==> config.mk <==
export PLATFORM = sky130hd
export DESIGN_NAME = lcg_step
export DESIGN_NICKNAME = d
export VERILOG_FILES = /design/src/rtl/lcg_pkg.sv /design/src/rtl/lcg_step.sv
export SDC_FILE = /design/constraint.sdc
export NUM_CORES = 1
export LEC_CHECK = 0
export ABC_AREA = 1
export CAP_MARGIN = 20
export CORE_AREA = 2 2 39 41
export DETAILED_ROUTE_END_ITERATION = 8
export DIE_AREA = 0 0 41 43
export DONT_BUFFER_PORTS = 1
export SYNTH_ARGS = -nofsm -noshare
export SYNTH_HDL_FRONTEND = slang
export SYNTH_SLANG_ARGS = --single-unit
==> constraint.sdc <==
create_clock -name vclk -period 7.6
set_clock_uncertainty 0.2 [all_clocks]
set_input_delay 0.76 -clock vclk [all_inputs]
set_output_delay 0.76 -clock vclk [all_outputs]
set_load 0.1 [all_outputs]
==> src/rtl/lcg_pkg.sv <==
// Shared LCG constants and checker FSM state type, common to the generator and checker.
package lcg_pkg;

   localparam int unsigned LCG_A = 233;
   localparam int unsigned LCG_C = 197;

   typedef enum logic [1:0] {
      SEED   = 2'd0,
      TRAIN  = 2'd1,
      LOCKED = 2'd2
   } lcg_state_t;

endpackage

==> src/rtl/lcg_step.sv <==
// One LCG step f(x) = (A*x + C) mod 2^WIDTH; purely combinational, zero latency.
module lcg_step
   import lcg_pkg::*;
#(
   parameter int unsigned WIDTH = 8,
   parameter int unsigned A     = LCG_A,
   parameter int unsigned C     = LCG_C
)(
   input  logic [WIDTH-1:0] i_x,
   output logic [WIDTH-1:0] o_y
);

   // Full double-width product, then keep the low WIDTH bits.
   assign o_y = WIDTH'((2*WIDTH)'(A) * {{WIDTH{1'b0}}, i_x} + (2*WIDTH)'(C));

endmodule

==> results.yml, run 1 <==
status:
  status: "finished, final reports clean"
layout:
  layout-drive-gt1-share: 0.169
  nets: 102
  clockBufferCount: 0
  area_delta_synth_final_pct: 13.4
  seqCellArea_um2: 0
  seq_cells: 0
  nFillCells: 150
  diodes: 0
  final_core_util: 0.397
setup_path:
  endpoint_kind: "output port"
  cpPeakStageDelay_ns: 0.66
  arrival_ns: 4.20
  path_cells: "inv_1, fa_1, ha_1, inv_1, fa_1, inv_1, ha_1, nand2_1, o21bai_1, nor2_1, nand3_1, nand2_1"
  cp_common_cell: "inv_1"
  cp_top_family: "adder cells"
  critPathBufInv: 3
  startpoint_type: "input pin"
  cp.required_ns: 6.64
  slowest_stage: "nand2_1"
  cp_max_fo: 4
  path_class: "in2out"
grt:
  grt_overflow: 0
  first_global_vias: 411
  grt_pass1_wl_mm: 1.44
  grt_max_degree: 7
  antenna_found_initial: 0
  grt_use_total: 0.110
sta:
  final_max_slew_viol_count: 0
  relSlewSlack: 0.216
  max_clock_freq_mhz: 194
  layout_min_cycle_time_ns: 5.16
  worst_slack_ns: 2.44
  setup_viol: 0
  timing.hold.ws_ns: 1.70
  rsz0062_at_grt: "false"
  fin_crit_sh: 0.679
  worstMarginPinSlew_ns: 1.17
  final-hold-violation-count: 0
  tns_ns: 0
placed_design:
  dp_slack_ns: 2.41
  gp_congestion: 0.693
  io_buffers: 0
  dp_hpwl_um: 730
floorplan:
  start_util: 0.350
  core_um2: 1380
  die_h_um: 43
  rows: 14
  die_x_um: 41
  io_pins: 16
  die_area_um2: 1760
yosys:
  synth_area_leaders: "ha_1, inv_1, nand2_1, fa_1, nand2_2"
  synth_nets: 98
  ys_seq_area_frac: 0
  synth.avg_cell_area_um2: 6.46
  synth_warnings: 0
  ys_types: 15
  synth_cells: 75
  syn_area_um2: 484
  synth_top_area_frac: 0.310
  yosys.area.top_type: "ha_1"
pwr:
  p_total_mw: 0.134
  power_density_nw_per_um2: 244
  p_leak_nw: 0.362
  max-vdd-ir-drop_mv: 0.0598
detailed_routing:
  dr.first_iter.drc_count: 6
  wirelength_um: 749
  routed.top_layer: "met3"
  wl_met1_um: 333
  met2_length_um: 350
  post_drt_via_cell_ratio: 4.37
  drc: 0
  avgRoutedWirePerCell_um: 8.05
  drtPass1Iterations: 3
  drtAntennaViolNets: 0
  via_count: 406
  wl_met3_um: 65
clock_tree:
  ctsResizeCount: 0
  post-cts-setup-buffer-count: 0
  cts_hold_buffers: 0
hold_path:
  hold_path_class: "in2out"
run:
  cap_viol_max_count: 0
[kinds of logic after synthesis]
kind of cell / share of synthesized area
adder cells (fa/ha/maj): 0.434
AND/OR/NAND/NOR: 0.266
AO/OA/AOI/OAI: 0.0413
XOR/XNOR: 0.0724
buffers and inverters: 0.186
[routing by layer]
layer,up-vias,track usage
met1,176,0.133
met5,-,0
met3,0,0.0262
met4,0,0
met2,10,0.197
li1,220,-
[layout by cell type, fill, tap and decap left out, drive strengths merged]
master and n:
o21bai 1, nand2 22, nor3 1, nand3 2, inv 24, xnor2 2
xor2 2, a21o 1, nor2 3, ha 12, o21ai 1, fa 3
buf 2, nand3b 1
[Yosys cell counts]
cell	n
nand2_1	17
fa_1	3
inv_1	22
nand3b_1	1
xnor2_1	2
inv_2	2
xor2_1	2
nand3_1	2
o21ai_1	1
ha_1	12
nand2_2	5
nor2_1	3
a21o_1	1
nor3_1	1
o21bai_1	1
[final timing paths]
| kind | start | end | slack, ns | cells past startpoint |
|---|---|---|---|---|
| max | i_x[0] | o_y[7] | 2.44 | 12 |
| min | i_x[0] | o_y[0] | 1.70 | 1 |
[power breakdown]
part | internal, mW | leakage, nW | switching, mW
clock network | 0 | 0 | 0
registers | 0 | 0 | 0
logic | 0.0273 | 0.362 | 0.107
total | 0.0273 | 0.362 | 0.107
[cell type report]
class / count / area (um2) / area share
Multi-Input combinational cell: 51 / 424 / 0.772
Inverter: 24 / 90.1 / 0.164
Tap cell: 16 / 20.0 / 0.0364
Timing Repair Buffer: 2 / 15.0 / 0.0273
[metrics by stage]
step	instance area (um2)	instances
after detailed placement	549	93
final	549	93
after CTS	549	93
after global placement	549	93
after floorplan	484	75
after global routing	549	93
(Power assumes the default switching activity.)
==> run 2: changes to the inputs <==
- ABC_AREA: 1 -> 0
- clock period: 7.6 -> 4.9 ns (I/O delays scaled with it)
==> results.yml, run 2 <==
status:
  status: "finished, final reports clean"
sta:
  final-hold-violation-count: 0
  worstMarginPinSlew_ns: 0.864
  fin_crit_sh: 0.729
  rsz0062_at_grt: "false"
  relSlewSlack: 0.425
  setup_viol: 0
  final_max_slew_viol_count: 0
  max_clock_freq_mhz: 280
  layout_min_cycle_time_ns: 3.57
  tns_ns: 0
layout:
  final_core_util: 0.356
  layout-drive-gt1-share: 0.220
  layout_common_cells: "inv_1, ha_1, buf_4"
  diodes: 0
  area_delta_synth_final_pct: 26.3
  clockBufferCount: 0
  multi_input_area_um2: 383
  seqCellArea_um2: 0
  nets: 75
  nFillCells: 141
  seq_cells: 0
floorplan:
  start_util: 0.282
  die_area_um2: 1760
  io_pins: 16
  core_um2: 1380
  die_x_um: 41
  die_h_um: 43
  rows: 14
setup_path:
  cp.required_ns: 4.21
  crit_end: "o_y[7]"
  arrival_ns: 2.88
  startpoint_type: "input pin"
  slowest_stage: "fa_1"
  crit_start: "i_x[0]"
  cp_max_fo: 4
  cpPeakStageDelay_ns: 0.49
  cp_common_cell: "inv_1"
  endpoint_kind: "output port"
  path_cells: "inv_1, fa_1, ha_1, inv_1, fa_1, inv_1, ha_1, o2111ai_1, nand2b_1, xnor2_2, buf_4"
  path_class: "in2out"
pwr:
  p_leak_nw: 0.266
  pwr-share-seq: 0
  power_density_nw_per_um2: 498
  sw_frac_of_total: 0.747
  share_comb_of_total_power: 1.000
  intPower_mw: 0.0621
  p_sw_mw: 0.184
  clkPwrFrac: 0
  max-vdd-ir-drop_mv: 0.139
yosys:
  synth_nets: 67
  synthTopCellsByCount: "ha_1, inv_1, xnor2_1"
  synth.avg_cell_area_um2: 8.87
  synth_top_area_frac: 0.385
  yosys.area.top_type: "ha_1"
  ys_seq_area_frac: 0
  ys_types: 11
  syn_area_um2: 390
  synth_area_leaders: "ha_1, xnor2_1, fa_1, inv_1, xor2_1"
  synth_cells: 44
  synth_warnings: 0
hold_path:
  hold_path_class: "in2out"
  holdPathStages: 2
detailed_routing:
  drtAntennaViolNets: 0
  drc: 0
  dr.first_iter.drc_count: 5
  drtPass1Iterations: 4
  via_count: 288
  wirelength_um: 599
  avgRoutedWirePerCell_um: 9.08
  post_drt_via_cell_ratio: 4.36
grt:
  grt_max_degree: 6
  grt_overflow: 0
  grt_use_total: 0.0665
  antenna_found_initial: 0
  grt_pass1_wl_um: 890
  first_global_vias: 256
clock_tree:
  post-cts-setup-buffer-count: 0
  ctsResizeCount: 0
  cts_hold_buffers: 0
run:
  cap_viol_max_count: 0
placed_design:
  dp_hpwl_um: 579
  gp_congestion: 0.725
  io_buffers: 0
-- run 2: cells by family after synthesis --
kind of cell,synth area share
xor+xnor,0.247
fa+ha+maj,0.538
buf+inv,0.115
simple gates,0.0513
compound gates,0.0481
-- run 2: cell type report --
cell class	count	area share
well taps	16	0.0406
inverters	12	0.0914
repair buffers	6	0.0914
multi-input cells	32	0.777
-- run 2: critical path: cells and delay by family --
| family | cells | cell delay (ns) |
|---|---|---|
| xor+xnor | 1 | 0.11 |
| simple gates | 1 | 0.13 |
| buf+inv | 4 | 0.43 |
| compound gates | 1 | 0.13 |
| fa+ha+maj | 4 | 1.59 |
-- run 2: per-stage QoR --
step	setup WS, ns	hold WS (ns)	instance area (um2)	std cells	total power, mW
finish	1.33	1.06	493	66	0.246
global route	1.18	1.07	493	66	0.257
CTS	1.31	1.06	493	66	0.248
detailed placement	1.32	1.06	493	66	0.247
global placement	1.31	1.06	493	66	0.245
floorplan	0.234	1.15	405	44	0.206
-- run 2: power by group through the flow --
stage,Clock (mW),Sequential (mW),Combinational (mW)
finish,0,0,0.246
global route,0,0,0.257
CTS,0,0,0.248
detailed placement,0,0,0.247
global placement,0,0,0.245
floorplan,0,0,0.206
-- run 2: worst min path at each step --
stage / start / to / slack (ns)
floorplan: i_x[0] / o_y[0] / 1.15
global placement: i_x[0] / o_y[0] / 1.06
detailed placement: i_x[0] / o_y[0] / 1.06
CTS: i_x[0] / o_y[0] / 1.06
global route: i_x[0] / o_y[0] / 1.07
finish: i_x[0] / o_y[0] / 1.06
-- run 2: layer usage --
metal,up-vias,wire length [um],global-route usage
met1,135,247,0.0812
met2,6,326,0.125
met4,0,0,0
met5,-,0,0
li1,147,-,-
met3,0,24,0.00524
==> run 3: changes to the inputs <==
- ABC_AREA: 0 -> 1
- clock period: 4.9 -> 3.23 ns (I/O delays scaled with it)
==> results.yml, run 3 (same netlist as run 1, synthesis figures left out) <==
status:
  status: "finished, final reports clean"
sta:
  fin_crit_sh: 0.966
  worstMarginPinSlew_ns: 0.852
  max_clock_freq_mhz: 320
  setup_viol: 0
  tns_ns: 0
  worst_slack_ns: 0.109
  timing.hold.ws_ns: 0.744
  rsz0062_at_grt: "false"
  final_max_slew_viol_count: 0
  layout_min_cycle_time_ns: 3.12
  final-hold-violation-count: 0
  relSlewSlack: 0.433
detailed_routing:
  via_count: 408
  avgRoutedWirePerCell_um: 7.88
  drtPass1Iterations: 2
  wirelength_um: 764
  drc: 0
  dr.first_iter.drc_count: 5
  drtAntennaViolNets: 0
  post_drt_via_cell_ratio: 4.21
grt:
  grt.busiest_layer: "met2"
  use_met2: 0.172
  grt_max_degree: 7
  antenna_found_initial: 0
  gr-usage-met1: 0.152
  grt_overflow: 0
  grt_use_total: 0.103
  gr-usage-met3: 0
  grt_pass1_wl_mm: 1.35
  first_global_vias: 364
placed_design:
  dp_hpwl_um: 732
  gp_congestion: 0.732
  dp_slack_ns: 0.0833
  io_buffers: 0
setup_path:
  path_cells: "clkinvlp_4, fa_1, ha_1, inv_1, fa_1, inv_2, ha_4, nand2_2, o21bai_1, nor2_1, nand3_2, nand2_8"
  cp_top_family: "adder cells"
  endpoint_kind: "output port"
  cp.required_ns: 2.71
  slowest_stage: "fa_1"
  path_class: "in2out"
  startpoint_type: "input pin"
  critPathBufInv: 3
  cp_common_cell: "fa_1"
  arrival_ns: 2.60
  cp_max_fo: 4
  cpPeakStageDelay_ns: 0.49
pwr:
  p_leak_nw: 0.387
  pwr-share-seq: 0
  sw_frac_of_total: 0.700
  share_comb_of_total_power: 1.000
  max-vdd-ir-drop_mv: 0.192
  power_density_nw_per_um2: 604
  clkPwrFrac: 0
  intPower_mw: 0.118
  p_sw_mw: 0.275
layout:
  area_delta_synth_final_pct: 34.4
  seqCellArea_um2: 0
  seq_cells: 0
  nets: 106
  clockBufferCount: 0
  layout-drive-gt1-share: 0.309
  final_common_cell: "inv_1"
  layout_common_cells: "inv_1, nand2_1, ha_1"
  diodes: 0
clock_tree:
  ctsResizeCount: 0
  post-cts-setup-buffer-count: 0
  cts_hold_buffers: 0
floorplan:
  die_x_um: 41
  io_pins: 16
  die_h_um: 43
  die_area_um2: 1760
  rows: 14
  core_um2: 1380
  start_util: 0.350
run:
  cap_viol_max_count: 0
hold_path:
  hold_path_class: "in2out"
==> run 3: cell types whose count changed in the layout (fill, tap and decap cells not counted), moves of 3 or more <==
| cell | delta |
|---|---|
| inv_2 | +3 |
| inv_1 | +8 |
| nand2_1 | +14 |
| xnor2_1 | -5 |
| xnor2_2 | -3 |
| nor2_1 | +3 |
| nand2_2 | +7 |
==> run 3: final cells by class <==
cell class / instances / area [um2]
repair buffers: 6 / 57.6
inverters: 24 / 93.8
well taps: 16 / 20.0
fillers: 134 / 733
multi-input cells: 51 / 479
==> run 3: final timing paths <==
path               start  endpoint  cells past startpoint
setup / recovery  i_x[0]    o_y[7]                     12
hold / removal    i_x[0]    o_y[0]                      2
==> run 3: stage by stage <==
stage                     cells   util  power [mW]  cell area, um2
after floorplan              75      -       0.326             558
after global placement       97  0.470       0.391             651
after detailed placement     97  0.470       0.394             651
after CTS                    97  0.470       0.395             651
after global routing         97  0.470       0.419             651
final                        97  0.470       0.393             651
==> run 3: power groups by stage <==
stage          Clock [mW]  Sequential, mW  Combinational (mW)
2_1_floorplan           0               0               0.326
3_5_place_dp            0               0               0.394
6_report                0               0               0.393
5_1_grt                 0               0               0.419
4_1_cts                 0               0               0.395
3_3_place_gp            0               0               0.391
==> run 3: metal layers <==
layer | vias up | wire length, um | part of all wire
met5 | - | 0 | 0
met4 | 0 | 0 | 0
met3 | 0 | 20 | 0.026
met2 | 7 | 381 | 0.50
met1 | 172 | 362 | 0.47
li1 | 229 | - | -
